`src/rtl/game_pkg.sv`:
```
// Shared types and constants for the game-flow screen sequencer.
package game_pkg;

  // Screen states; the encoding is visible on the debug `screen` output.
  typedef enum logic [1:0] {
    TITLE     = 2'd0,
    PLAY      = 2'd1,
    LEVEL_UP  = 2'd2,
    GAME_OVER = 2'd3
  } screen_state_e;

  localparam logic [7:0] RGB_BLACK = 8'h00;

  // Larger of two integers, used to size the shared frame counter.
  function automatic int max_int(input int a, input int b);
    return (a > b) ? a : b;
  endfunction

endpackage

```
`src/rtl/frame_timer.sv`:
```
// Saturating frame counter shared by the timed screens (level-up banner and
// game-over key lock). Clear wins over a tick; the count stops at limit_i so
// it can never wrap.
module frame_timer #(
  parameter int CNT_W = 7
) (
  input  logic             clk_i,
  input  logic             rst_ni,
  input  logic             clr_i,
  input  logic             tick_i,
  input  logic [CNT_W-1:0] limit_i,
  output logic [CNT_W-1:0] count_o,
  output logic             at_limit_o
);

  logic [CNT_W-1:0] count_q, count_d;

  // Next count: clear, saturating increment on tick, otherwise hold.
  always_comb begin
    count_d = count_q;
    if (clr_i) begin
      count_d = '0;
    end else if (tick_i && (count_q != limit_i)) begin
      count_d = count_q + CNT_W'(1);
    end
  end

  // Count register.
  always_ff @(posedge clk_i or negedge rst_ni) begin
    if (!rst_ni) begin
      count_q <= '0;
    end else begin
      count_q <= count_d;
    end
  end

  assign count_o    = count_q;
  assign at_limit_o = (count_q == limit_i);

endmodule

```
`src/rtl/screens_sequencer.sv`:
```
// Game-flow controller: walks title -> play -> (level-up banner) -> game-over,
// generates the new-game start pulse and the main-screen pause request, and
// selects which screen's pixel reaches the VGA output (one cycle of latency).
module screens_sequencer
  import game_pkg::*;
#(
  parameter int LEVEL_FRAMES         = 120,
  parameter int GAMEOVER_LOCK_FRAMES = 60
) (
  input  logic       clk,
  input  logic       resetN,
  input  logic       startOfFrame,
  input  logic       key5IsPressed,
  input  logic [3:0] life,
  input  logic [3:0] level,
  input  logic [7:0] RGB_screen_start,
  input  logic [7:0] RGB_screen_main,
  input  logic [7:0] RGB_screen_level,
  input  logic [7:0] RGB_screen_end,
  output logic [7:0] RGB_out,
  output logic       start,
  output logic       pause,
  output logic [1:0] screen
);

  localparam int CNT_W = $clog2(max_int(LEVEL_FRAMES, GAMEOVER_LOCK_FRAMES) + 1);
  localparam logic [CNT_W-1:0] LVL_LAST = CNT_W'(LEVEL_FRAMES - 1);
  localparam logic [CNT_W-1:0] LOCK_LIM = CNT_W'(GAMEOVER_LOCK_FRAMES);

  screen_state_e    state_q, state_d;
  logic             key_prev_q;
  logic [3:0]       level_prev_q, level_prev_d;
  logic [7:0]       rgb_q, rgb_d;
  logic             start_q, start_d;
  logic             pause_q, pause_d;

  logic             press;
  logic             timer_clr;
  logic             timer_tick;
  logic [CNT_W-1:0] timer_limit;
  logic [CNT_W-1:0] timer_count;
  logic             timer_at_limit;

  // Rising edge of the key; key_prev resets high so a key held through reset
  // does not count as a press.
  assign press = key5IsPressed & ~key_prev_q;

  // The counter only advances in the two timed screens; its saturation point
  // depends on which one is active.
  assign timer_tick  = startOfFrame &&
                       ((state_q == LEVEL_UP) || (state_q == GAME_OVER));
  assign timer_limit = (state_q == LEVEL_UP) ? LVL_LAST : LOCK_LIM;

  frame_timer #(
    .CNT_W (CNT_W)
  ) u_frame_timer (
    .clk_i      (clk),
    .rst_ni     (resetN),
    .clr_i      (timer_clr),
    .tick_i     (timer_tick),
    .limit_i    (timer_limit),
    .count_o    (timer_count),
    .at_limit_o (timer_at_limit)
  );

  // Next-state, pixel source and registered-output decodes.
  always_comb begin
    state_d      = state_q;
    level_prev_d = level_prev_q;
    rgb_d        = RGB_BLACK;
    timer_clr    = 1'b0;
    unique case (state_q)
      TITLE: begin
        rgb_d = RGB_screen_start;
        if (press) begin
          state_d      = PLAY;
          level_prev_d = '0;
        end
      end
      PLAY: begin
        rgb_d        = RGB_screen_main;
        level_prev_d = level;
        // Game over has priority over a simultaneous level increase.
        if (life == 4'd0) begin
          state_d   = GAME_OVER;
          timer_clr = 1'b1;
        end else if (level > level_prev_q) begin
          state_d   = LEVEL_UP;
          timer_clr = 1'b1;
        end
      end
      LEVEL_UP: begin
        rgb_d = RGB_screen_level;
        if (startOfFrame && timer_at_limit) begin
          state_d = PLAY;
        end
      end
      GAME_OVER: begin
        rgb_d = RGB_screen_end;
        if (press && timer_at_limit) begin
          state_d = TITLE;
        end
      end
      default: state_d = TITLE;
    endcase
    start_d = (state_q == TITLE) && (state_d == PLAY);
    pause_d = (state_d != PLAY);
  end

  // State, history and registered outputs.
  always_ff @(posedge clk or negedge resetN) begin
    if (!resetN) begin
      state_q      <= TITLE;
      key_prev_q   <= 1'b1;
      level_prev_q <= '0;
      rgb_q        <= RGB_BLACK;
      start_q      <= 1'b0;
      pause_q      <= 1'b0;
    end else begin
      state_q      <= state_d;
      key_prev_q   <= key5IsPressed;
      level_prev_q <= level_prev_d;
      rgb_q        <= rgb_d;
      start_q      <= start_d;
      pause_q      <= pause_d;
    end
  end

  assign RGB_out = rgb_q;
  assign start   = start_q;
  assign pause   = pause_q;
  assign screen  = state_q;

endmodule

```
`config.mk`:
```
export PLATFORM = sky130hd
export DESIGN_NAME = screens_sequencer
export DESIGN_NICKNAME = d
export VERILOG_FILES = /design/src/rtl/game_pkg.sv /design/src/rtl/frame_timer.sv /design/src/rtl/screens_sequencer.sv
export SDC_FILE = /design/constraint.sdc
export NUM_CORES = 1
export LEC_CHECK = 0
export BUFFER_PORTS_ARGS = -buffer_cell sky130_fd_sc_hd__buf_2
export CELL_PAD_IN_SITES_DETAIL_PLACEMENT = 1
export CELL_PAD_IN_SITES_GLOBAL_PLACEMENT = 2
export CORE_ASPECT_RATIO = 0.8
export CORE_MARGIN = 2
export CORE_UTILIZATION = 26
export DETAILED_ROUTE_END_ITERATION = 10
export HOLD_SLACK_MARGIN = 0.05
export PLACE_DENSITY = 0.72
export SETUP_SLACK_MARGIN = 0.4
export SYNTH_ARGS = -nofsm -noshare
export SYNTH_HDL_FRONTEND = slang
export SYNTH_SLANG_ARGS = --single-unit
```
`constraint.sdc`:
```
create_clock -name clk -period 1.7 [get_ports clk]
set_input_delay 0.255 -clock clk [delete_from_list [all_inputs] [get_ports clk]]
set_output_delay 0.255 -clock clk [all_outputs]
set_load 0.05 [all_outputs]
```
==> impl_metrics.json <==
{
  "status": "finished with violations",
  "failed_checks": "negative setup slack",
  "dp_worst_setup_slack_ns": -0.0307,
  "wl_met2_mm": 1.82,
  "drive_gt1_frac": 0.602,
  "grt_start_max_net_pins": 25,
  "grt_first_pass_wirelength_mm": 6.67,
  "crit-reg2reg-launch": "level_prev_q[1]$_DFFE_PN0P_",
  "crit_path_top_delay_cell": "sky130_fd_sc_hd__dfrtp_1",
  "area_growth_syn_to_fin_pct": 50.1,
  "ys_seq_elements": 24,
  "numClockSinks": 24,
  "worstHoldPathType": "in -> reg",
  "detailedRoute.firstIterationViolations": 35,
  "clock_tree.htree_level_count": 1,
  "final.period_utilization": 1.00,
  "worst_setup_path_startpoint": "level_prev_q[1]$_DFFE_PN0P_",
  "r2r.worst_path.cells": 7,
  "kind_of_cell_with_the_highest_combined_delay_on_the_critical_path": "compound AO/OA/AOI/OAI gates",
  "worst-path-max-fanout": 3,
  "cell_chain_critical_path": "inv_2 > ha_4 > nor2b_4 > o211ai_1 > a21oi_1 > a221oi_4 > nand3_2",
  "portBuffers": 55,
  "synthDistinctLibCells": 36,
  "fmaxAchievable_mhz": 587,
  "place_congestion": 0.912,
  "min_period_ns": 1.70,
  "grt_overflow": 0,
  "total_leakage_power_nw": 0.943,
  "power_per_cell_area_mw_per_mm2": 995,
  "layout.core_utilization": 0.406,
  "synth.top_cells.by_area": "sky130_fd_sc_hd__dfrtp_1 (43%), sky130_fd_sc_hd__mux4_2 (13%), sky130_fd_sc_hd__ha_1 (4.6%)",
  "timing.critical_path.to_type": "register",
  "tritoncts": "done",
  "fin_worst_skew_ns": 0.00403,
  "ys.flop_type": "sky130_fd_sc_hd__dfrtp_1",
  "post_synth_instance_area_mm2": 0.00135,
  "worst_slew_margin_relative_to_its_limit": 0.609,
  "yosys_warnings": 0,
  "synth_enable_flop_cells": 0,
  "antenna_violations_before_repair": 0,
  "max_vdd_drop_v": 0.000415,
  "synth.cells.most_frequent": "sky130_fd_sc_hd__dfrtp_1 (23), sky130_fd_sc_hd__nand2_1 (10), sky130_fd_sc_hd__mux4_2 (8)",
  "cts_inserted_buffers": 3,
  "critical_path_class": "reg -> reg",
  "met3_length_um": 359,
  "synth_top_area_frac": 0.425,
  "cts_buffer_depth": 2,
  "worst_setup_path_endpoint": "pause$_DFF_PN0_",
  "power_mw": 2.02,
  "detail_route.wirelength.met1_mm": 1.71,
  "critPathMaxStageDelay_ns": 0.40,
  "routed_via_density": 4.79,
  "cts.clk_slew.worst_paths_ns": 0.09,
  "synth.largest_area_cell": "sky130_fd_sc_hd__dfrtp_1",
  "max_cap_violations": 0,
  "worstSetupStartpointType": "register",
  "dr_total_vias": 1188,
  "floorplan.io_pins": 56,
  "final.setup.worst_slack_ns": -0.00459,
  "synth.avg_cell_area_um2": 12.3,
  "route.detailed.drc": 0,
  "final_antenna_net_count": 0,
  "routedWlPerCell_um": 15.8,
  "finalNetCount": 236,
  "ff2ff_setup_slack_ns": -0.005,
  "critPathArrivalTime_ns": 1.86,
  "die-height_um": 68.5,
  "insertedDiodeCount": 0,
  "rsz_0062_raised_after_global_routing": "yes",
  "worst_r2r_endpoint": "pause$_DFF_PN0_",
  "final-max-slew-violation-count": 0,
  "postRouteWirelength_mm": 3.92,
  "dp_hpwl_mm": 2.89,
  "grt_pass1_vias": 1331,
  "async_reset_ff_frac": 1.00,
  "synth_sequential_area_ratio": 0.445,
  "grt.total_usage": 0.147,
  "most_common_cell_in_the_netlist": "sky130_fd_sc_hd__dfrtp_1",
  "routed.top_layer": "met4",
  "insertion_delay_ns": 0.27,
  "cp_num_buf_inv": 1,
  "cts-root-buf": "sky130_fd_sc_hd__clkbuf_8",
  "start_util": 0.270,
  "floorplan.die_area_mm2": 0.00580,
  "finalSetupViolCount": 1,
  "worst_tran_pin_value_ns": 0.587,
  "std_cell_rows": 23,
  "critical_path_cell_count": 7,
  "floorplan.core_area_mm2": 0.00501,
  "timing.final.hold_violations": 0,
  "detail_route.first_pass.iterations": 4,
  "syn-num-nets": 159,
  "critPathRequiredTime_ns": 1.85,
  "hold-worst-slack_ns": 0.0912,
  "synthesis.instances": 110,
  "dieWidth_um": 84.7
}
[timing repair]
action                                 CTS  global route
pin swaps                                6             6
setup endpoints to repair               24            20
buffers inserted                        12             1
endpoints found under the hold margin   23             0
hold buffers                             1             0
resized for setup                       21             3
[sequential cells by signal, summed over array words and instances (netlist names)]
register / flops
key_prev_q: 1
u_frame_timer.count_o: 7
start: 1
RGB_out: 8
level_prev_q: 4
screen: 2
pause: 1
[worst reg2reg max path, delay by kind of cell (launching register included)]
family,cells,cell delay [ns]
AO/OA/AOI/OAI,3,0.72
flip-flops,1,0.40
AND/OR/NAND/NOR,2,0.21
adder cells (fa/ha/maj),1,0.19
buffers and inverters,1,0.07
[where the power goes]
| group | switching, mW | leakage, nW | total, mW | internal [mW] |
|---|---|---|---|---|
| registers | 0.0694 | 0.288 | 0.742 | 0.672 |
| clock network | 0.199 | 0.0357 | 0.514 | 0.315 |
| logic | 0.376 | 0.619 | 0.767 | 0.391 |
[kinds of logic (layout without fill, tap and decap cells)]
logic type | count (synthesis) | in the layout | synth area share
adders and majority gates | 5 | 5 | 0.0462
and+or+nand+nor | 41 | 41 | 0.177
muxes | 9 | 9 | 0.140
DFF | 24 | 24 | 0.445
xor gates and xnor gates | 3 | 3 | 0.0194
AOI/OAI and AO/OA | 20 | 20 | 0.123
buffers and inverters | 8 | 84 | 0.0499
[worst min path at each step]
stage                   from              endpoint  slack [ns]  cells after the start
2_1_floorplan         resetN  RGB_out[0]$_DFF_PN0_       -0.04                      0
3_3_place_gp          resetN  RGB_out[1]$_DFF_PN0_        0.28                      1
3_5_place_dp          resetN  RGB_out[1]$_DFF_PN0_        0.30                      1
4_1_cts        key5IsPressed  key_prev_q$_DFF_PN1_        0.08                      1
5_1_grt        key5IsPressed  key_prev_q$_DFF_PN1_        0.07                      1
6_report       key5IsPressed  key_prev_q$_DFF_PN1_        0.09                      1
[placed cells by master (no fill, tap or decap), drive strengths merged]
master	n
buf	75
dfrtp	23
nand2	10
mux4	8
nor2	7
ha	5
nand3	5
a22o	4
inv	4
o21ai	4
nor2b	3
a21oi	3
nand4	3
clkbuf	3
and3	3
a31oi	3
o211ai	2
xnor2	2
and2	2
and2b	1
nand4bb	1
or4b	1
o22ai	1
nand2b	1
or4	1
a221oi	1
or2b	1
nor4	1
nor3	1
a31o	1
o21bai	1
xor2	1
mux2i	1
bufinv	1
dlygate4sd3	1
dfstp	1
[metal layers]
layer | GRT usage | up-vias
met3 | 0.0464 | 2
met5 | 0 | -
met1 | 0.181 | 570
met4 | 0.0238 | 0
met2 | 0.263 | 54
li1 | - | 562
[cell type report]
class	instances	area [um2]
fill	564	2980
multi-input combinational	78	759
sequential	24	604
timing repair buffer	76	504
tap	62	77.6
clock buffer	3	41.3
clock inverter	1	30.0
inverter	4	15.0
[stage by stage]
step / cell area [um2] / cells / setup TNS, ns
3_3_place_gp: 1750 / 230 / 0
2_1_floorplan: 1410 / 110 / 0
3_5_place_dp: 1750 / 230 / -0.0307
5_1_grt: 2030 / 248 / -0.299
4_1_cts: 2010 / 247 / -0.0618
6_report: 2030 / 248 / -0.00459
(Power assumes the default switching activity.)
